`config.mk`:
```
export PLATFORM = sky130hd
export DESIGN_NAME = ifu_fetch
export DESIGN_NICKNAME = d
export VERILOG_FILES = /design/src/rtl/ifu_pkg.sv /design/src/rtl/ifu_timeout_ctr.sv /design/src/rtl/ifu_fetch.sv
export SDC_FILE = /design/constraint.sdc
export NUM_CORES = 1
export LEC_CHECK = 0
export ABC_CLOCK_PERIOD_IN_PS = 1800
export CAP_MARGIN = 5
export CELL_PAD_IN_SITES_DETAIL_PLACEMENT = 0
export CELL_PAD_IN_SITES_GLOBAL_PLACEMENT = 2
export CORE_MARGIN = 1
export CORE_UTILIZATION = 22
export DETAILED_ROUTE_END_ITERATION = 8
export PLACE_DENSITY_LB_ADDON = 0.1
export SKIP_CTS_REPAIR_TIMING = 1
export SKIP_LAST_GASP = 1
export SYNTH_ARGS = -nofsm -noshare
export SYNTH_HDL_FRONTEND = slang
export SYNTH_SLANG_ARGS = --single-unit
```
`constraint.sdc`:
```
create_clock -name clk -period 1.8 [get_ports clk]
set_clock_uncertainty 0.15 [all_clocks]
set_input_delay 0.18 -clock clk [delete_from_list [all_inputs] [get_ports clk]]
set_output_delay 0.18 -clock clk [all_outputs]
set_load 0.005 [all_outputs]
```
`src/rtl/ifu_pkg.sv`:
```
// Shared types and constants for the instruction fetch unit.
// The optional fetch timeout is enabled with the IFU_TIMEOUT_EN macro.
package ifu_pkg;

  typedef enum logic [1:0] {
    S_REQ  = 2'd0,
    S_WAIT = 2'd1,
    S_HOLD = 2'd2
  } ifu_state_t;

  localparam logic [31:0] RESET_PC         = 32'h8000_0000;
  localparam logic [31:0] ERR_INST_DEFAULT = 32'h0000_0000;

endpackage

```
`src/rtl/ifu_timeout_ctr.sv`:
```
// Wait-state watchdog for the fetch unit; built only when IFU_TIMEOUT_EN is defined.
// expired pulses combinationally in the enabled cycle that reaches LIMIT waited cycles.
module ifu_timeout_ctr #(
  parameter int LIMIT = 255,
  parameter int W     = 8
) (
  input  logic clk,
  input  logic rst,
  input  logic clear,
  input  logic enable,
  output logic expired
);

  localparam logic [W-1:0] LAST = W'(LIMIT - 1);

  logic [W-1:0] cnt_q;

  always_ff @(posedge clk) begin
    if (rst || clear) begin
      cnt_q <= '0;
    end else if (enable) begin
      cnt_q <= cnt_q + 1'b1;
    end
  end

  assign expired = enable && (cnt_q == LAST);

endmodule

```
`src/rtl/ifu_fetch.sv`:
```
// Instruction fetch unit: one fetch in flight, instruction held until writeback commits it.
// Define IFU_TIMEOUT_EN to force an error fetch after TIMEOUT_CYCLES waiting for a response.
module ifu_fetch
  import ifu_pkg::*;
#(
  parameter logic [31:0] ERR_INST       = ERR_INST_DEFAULT,
  parameter int          TIMEOUT_CYCLES = 255,
  parameter int          TIMEOUT_W      = 8
) (
  input  logic        clk,
  input  logic        rst,
  input  logic [31:0] pc_in,
  input  logic        pc_update_en,
  output logic        imem_req_valid,
  output logic [31:0] imem_req_addr,
  input  logic        imem_req_ready,
  input  logic        imem_resp_valid,
  input  logic [31:0] imem_resp_data,
  input  logic        imem_resp_err,
  output logic [31:0] inst,
  output logic [31:0] inst_pc,
  output logic        inst_valid,
  output logic        fetch_err,
  output logic [1:0]  state_dbg
);

  // Handshake: a request transfers on a cycle where imem_req_valid && imem_req_ready;
  // once raised, valid and addr stay stable until that cycle. The response is a
  // single-cycle imem_resp_valid strobe with no back-pressure from this side.

  ifu_state_t  state_q, state_d;
  logic [31:0] inst_d, inst_pc_d;
  logic        inst_valid_d, fetch_err_d;
  logic        aligned, req_fire, tmo_expired;

  assign aligned        = (pc_in[1:0] == 2'b00);
  assign imem_req_valid = !rst && (state_q == S_REQ) && aligned;
  assign imem_req_addr  = pc_in;
  assign req_fire       = imem_req_valid && imem_req_ready;
  assign state_dbg      = state_q;

`ifdef IFU_TIMEOUT_EN
  ifu_timeout_ctr #(
    .LIMIT (TIMEOUT_CYCLES),
    .W     (TIMEOUT_W)
  ) u_timeout_ctr (
    .clk     (clk),
    .rst     (rst),
    .clear   (req_fire),
    .enable  ((state_q == S_WAIT) && !imem_resp_valid),
    .expired (tmo_expired)
  );
`else
  // No watchdog: S_WAIT waits indefinitely; parameters stay for a uniform interface.
  assign tmo_expired = 1'b0 & (TIMEOUT_W > 0) & (TIMEOUT_CYCLES > 0);
`endif

  always_comb begin
    state_d      = state_q;
    inst_d       = inst;
    inst_pc_d    = inst_pc;
    inst_valid_d = inst_valid;
    fetch_err_d  = fetch_err;
    unique case (state_q)
      S_REQ: begin
        if (!aligned) begin
          inst_d       = ERR_INST;
          inst_pc_d    = pc_in;
          fetch_err_d  = 1'b1;
          inst_valid_d = 1'b1;
          state_d      = S_HOLD;
        end else if (req_fire) begin
          inst_pc_d = pc_in;
          state_d   = S_WAIT;
        end
      end
      S_WAIT: begin
        if (imem_resp_valid) begin
          inst_d       = imem_resp_err ? ERR_INST : imem_resp_data;
          fetch_err_d  = imem_resp_err;
          inst_valid_d = 1'b1;
          state_d      = S_HOLD;
        end else if (tmo_expired) begin
          inst_d       = ERR_INST;
          fetch_err_d  = 1'b1;
          inst_valid_d = 1'b1;
          state_d      = S_HOLD;
        end
      end
      S_HOLD: begin
        if (pc_update_en) begin
          inst_valid_d = 1'b0;
          fetch_err_d  = 1'b0;
          state_d      = S_REQ;
        end
      end
      default: state_d = S_REQ;
    endcase
  end

  always_ff @(posedge clk) begin
    if (rst) begin
      state_q    <= S_REQ;
      inst       <= '0;
      inst_pc    <= '0;
      inst_valid <= 1'b0;
      fetch_err  <= 1'b0;
    end else begin
      state_q    <= state_d;
      inst       <= inst_d;
      inst_pc    <= inst_pc_d;
      inst_valid <= inst_valid_d;
      fetch_err  <= fetch_err_d;
    end
  end

endmodule
```
After elaboration in Yosys (flattened, before gate mapping)
Cells that the tools add are included.
- equal/unequal tests: 7
- muxes and demuxes: 17
- reduce and logical (&&, ||, !) cells: 12
- operator list (kind ; number):
    2-to-1 mux 32 bit ; 5
    one-hot mux 32 bit (2 select lines) ; 1
    2-to-1 mux 2 bit ; 4
    inequality test 2 bit, second input constant ; 3
    one-hot mux 1 bit (3 select lines) ; 2
    one-hot mux 2 bit (3 select lines) ; 1
    AND reduction 3 bit ; 2
    zero test 2 bit ; 2
    2-to-1 mux 1 bit ; 4
    AND reduction 4 bit ; 1
    logical AND 1 bit ; 3
    inequality test 3 bit, second input constant ; 1
    nonzero test 3 bit ; 1
    == test 2 x 1 -> 1 bit, second input constant ; 1
    == test 2 bit, second input constant ; 1
    inequality test 2 x 1 -> 1 bit, second input constant ; 1
    AND reduction 2 bit ; 1
    nonzero test 2 bit ; 1
    zero test 1 bit ; 1
- register bits after elaboration: 68
- bits of input ports: 70
- output and inout bits: 101

Longest topological paths before layout
Gate-level depths: netlist of run 1.
- depth after elaboration: 7
- mapped depth: 5

Worst setup path before layout of run 1
Ideal clock, no wire load.
- kind: register to register
- start: reg state_q[0], in the netlist state_dbg[0]
- end: reg inst[10]
- library setup time: 0.120 ns
- arrival: 1.305 ns
- setup slack: 0.225 ns
- stages on the path, launching flop included: 6
- cell sequence: dfxtp_1 nor3_2 or3_1 buf_4 buf_6 mux2i_1
- cells in the longest elaborated chain, start to end: 3
- ends and longest elaborated chain (item ; line ; text):
    start, declared ; ifu_fetch.sv:31 ; ifu_state_t state_q, state_d;
    start signal, assigned ; ifu_fetch.sv:109 ; state_q <= state_d;
    == test 2 x 1 -> 1 bit / zero test 2 bit (equally long branches) ; ifu_fetch.sv:64 ; unique case (state_q)
    inequality test 2 bit (no source line) / nonzero test 2 bit (equally long branches) ; - ;
    AND reduction 3 bit (no source line) ; - ;
    end signal, assigned ; ifu_fetch.sv:110 ; inst <= inst_d;
    end, declared ; ifu_fetch.sv:20 ; output logic [31:0] inst,
Several ways; a longest one is shown, not always the timed one.
A chain may end at the register's enable or synchronous reset.

Final worst setup path of run 1
- start: reg state_q[0], in the netlist state_dbg[0]
- end: reg inst[28]
The elaborated chain is that of the path after synthesis.

==> results of run 1 <==
worst max-delay path, delay by kind of cell (launching register included):
| family | cells | cell delay [ns] |
|---|---|---|
| buffers and inverters | 3 | 0.50 |
| DFF | 1 | 0.35 |
| muxes | 1 | 0.13 |
| and+or+nand+nor | 2 | 0.45 |
state kept, by name, indices dropped and copies added (netlist names):
signal      cells
inst_valid      1
state_dbg       2
inst_pc        32
fetch_err       1
inst           32
path summary, 6_finish.rpt:
kind | from | to | slack, ns | depth (start not counted)
worst max register to register | state_dbg[0]$_SDFFE_PP0P_ | inst[28]$_SDFFE_PP0P_ | 0.11 | 6
worst min register to register | inst_valid$_SDFFE_PP0P_ | inst_valid$_SDFFE_PP0P_ | 0.31 | 2
worst min-delay path | rst | inst_pc[0]$_SDFFE_PP0P_ | 0.15 | 3
worst max-delay path | state_dbg[0]$_SDFFE_PP0P_ | inst[28]$_SDFFE_PP0P_ | 0.11 | 6
cell families after synthesis:
kind of cell | count (synthesis) | synth area share
flops | 68 | 0.422
simple gates | 141 | 0.258
mux | 62 | 0.192
buf+inv | 54 | 0.112
compound gates | 8 | 0.0159
metal layers:
metal	vias up	global-route usage
li1	1331	-
met1	1185	0.139
met2	100	0.183
met3	8	0.0641
met4	0	0.0384
met5	-	0
through the flow:
stage               worst slack (ns)  area [um2]   util  setup TNS, ns
floorplan                      0.225        3230      -              0
global placement              -0.260        4930  0.350          -8.84
detailed placement            -0.276        4930  0.350          -9.20
CTS                           -0.236        5270  0.374         -0.262
global route                  0.0459        5320  0.378              0
finish                         0.111        5320  0.378              0
cell usage in the layout, fill, tap and decap left out, types with 2 or more instances in the layout:
cell type                           n
sky130_fd_sc_hd__buf_12             4
sky130_fd_sc_hd__nand2b_1          95
sky130_fd_sc_hd__dfxtp_2            2
sky130_fd_sc_hd__dfxtp_1           66
sky130_fd_sc_hd__or4b_2             2
sky130_fd_sc_hd__nor2b_1            2
sky130_fd_sc_hd__buf_4              9
sky130_fd_sc_hd__o21ai_0            2
sky130_fd_sc_hd__mux2i_1           62
sky130_fd_sc_hd__a21oi_1            4
sky130_fd_sc_hd__nand2_1           33
sky130_fd_sc_hd__dlymetal6s2s_1     3
sky130_fd_sc_hd__clkbuf_8           3
sky130_fd_sc_hd__clkbuf_16         10
sky130_fd_sc_hd__clkinv_2           2
sky130_fd_sc_hd__bufinv_16          2
sky130_fd_sc_hd__clkdlybuf4s50_1  166
area by class of cell:
cell class,instances,area [um2],share of cell area
Multi-Input combinational cell,211,1520,0.286
Timing Repair Buffer,184,1880,0.353
Clock inverter,4,70.1,0.0132
Clock buffer,12,267,0.0501
Tap cell,180,225,0.0423
Sequential cell,68,1360,0.256
power by group through the flow:
stage	clock [mW]	sequential (mW)	combinational, mW
6_report	1.98	1.63	0.798
5_1_grt	2.11	1.64	0.864
4_1_cts	2.07	1.63	0.796
3_5_place_dp	0	1.66	0.793
3_3_place_gp	0	1.66	0.793
2_1_floorplan	0	1.66	0.361
==> results.cfg, run 1 <==
[run_status]
run_status = complete, no violations

[pwr]
switching_part_of_the_total = 0.223
power-per-cell-area_mw_per_mm2 = 828
power_frac_seq = 0.370
pwr-share-comb = 0.181
total_switching_power_uw = 980
design_power_total_mw = 4.40
vdd_drop_max_mv = 0.443
power.clock.fraction = 0.449
internal-power_mw = 3.42
p_leak_nw = 2.07

[logic_synthesis]
netlist_instances = 333
avgSynthCellArea_um2 = 9.69
synth_top_cells_by_count = 95 x sky130_fd_sc_hd__nand2b_1, 68 x sky130_fd_sc_hd__dfxtp_1, 62 x sky130_fd_sc_hd__mux2i_1, 36 x sky130_fd_sc_hd__buf_4, 33 x sky130_fd_sc_hd__nand2_1
mappedNetlistArea_mm2 = 0.00323
syn-num-nets = 403
netlist-cell-type-count = 23
dominantRegCellSynth = sky130_fd_sc_hd__dfxtp_1
synth.most_common_cell = sky130_fd_sc_hd__nand2b_1
synth_top_area_frac = 0.422
synth_largest_area_cell = sky130_fd_sc_hd__dfxtp_1
sequential_area_share_after_synthesis = 0.422
synth-warning-count = 0
netlist_top_cells_area = sky130_fd_sc_hd__dfxtp_1 42%, sky130_fd_sc_hd__mux2i_1 19%, sky130_fd_sc_hd__nand2b_1 18%, sky130_fd_sc_hd__buf_4 8.4%, sky130_fd_sc_hd__nand2_1 3.8%
ys_async_sr_fraction = 0
postSynthRegisterBits = 68
synth_enable_flop_cells = 0

[worst_setup_path]
worstSetupPathType = register to register
timing.critical_path.required_ns = 1.87
critPathCaptureType = register
timing.critical_path.cells = nor3_2, buf_4, buf_4, or3_4, clkbuf_16, mux2i_1
critical-path-slowest-cell = sky130_fd_sc_hd__or3_4
critical_path.max_stage_delay_ns = 0.40
timing.critical_path.fanout_max = 17
cpMostUsedCell = sky130_fd_sc_hd__buf_4
timing.critical_path.from_type = register
arrival_ns = 1.76

[drt]
highest-signal-layer = met4
route.final.wire_length_mm = 8.89
drt-pass1-iter-count = 4
route.met3.wl_um = 846
via_count = 2624
route.met2.wl_mm = 4.11
met1Wirelength_mm = 3.81
post_drt_wl_per_cell_um = 13.5
routed_via_density = 3.98
count_of_nets_left_with_antenna_violations_after_detail_routing = 0
initialDrtViolationCount = 70
drc = 0

[timing]
period_share = 0.938
finalHoldWorstSlack_ns = 0.150
fin_crit_ns = 1.69
timing.final.setup_violations = 0
final_hold_vios = 0
timing.fmax_ghz = 0.592
grt_setup_unrepaired = false
finalMaxSlewViolations = 0
tightest_slew_ns = 0.333
slew_headroom = 0.778

[clock_network]
cts-htree-levels = 3
clockBufferDepth = 2
clkSlewWorstSetupHoldPaths_ns = 0.05
number_of_buffers_inserted_during_clock_tree_synthesis = 9
clk_latency_worst_skew_pair_ns = 0.34
cts_tree = done
clock_sinks = 68
clock_tree.root_cell = sky130_fd_sc_hd__clkbuf_16

[global_routing]
first_global_vias = 2571
groute.usage.overall = 0.118
grt_pass1_wl_mm = 13.4
global_route.overflow_total = 0
number_of_antenna_violations_at_the_first_check_in_global_routing = 0
grt_start_max_net_pins = 40

[run]
timing.max_cap.violations = 0

[die]
floorplan.io_pins = 171
floorplan.initialDensity = 0.229
die_width_um = 123
core_area_mm2 = 0.0141
die_y_um = 123
floorplan.die_area_mm2 = 0.0151
core_rows = 43

[final_layout]
finalNetCount = 544
drive_above_1_share = 0.0856
finalNonFillerCells = 659
antenna_cells = 0
n_fill_cell = 1460
layout-area-overhead-vs-synth_pct = 65.0

[hold_path]
hold_path.class = input port to register

[placement]
dp_hpwl_mm = 6.01
dpl.cell_count = 641
global_placer_s_final_weighted_congestion = 0.687
io_buffers = 170
Note: power is estimated with default switching activity, not from simulation.
==> run 2, diff against run 1 <==
- GPL_ROUTABILITY_DRIVEN: not set -> 0
==> results of run 2 <==
No change in the layout: final DEF, timing and power equal those of run 1.
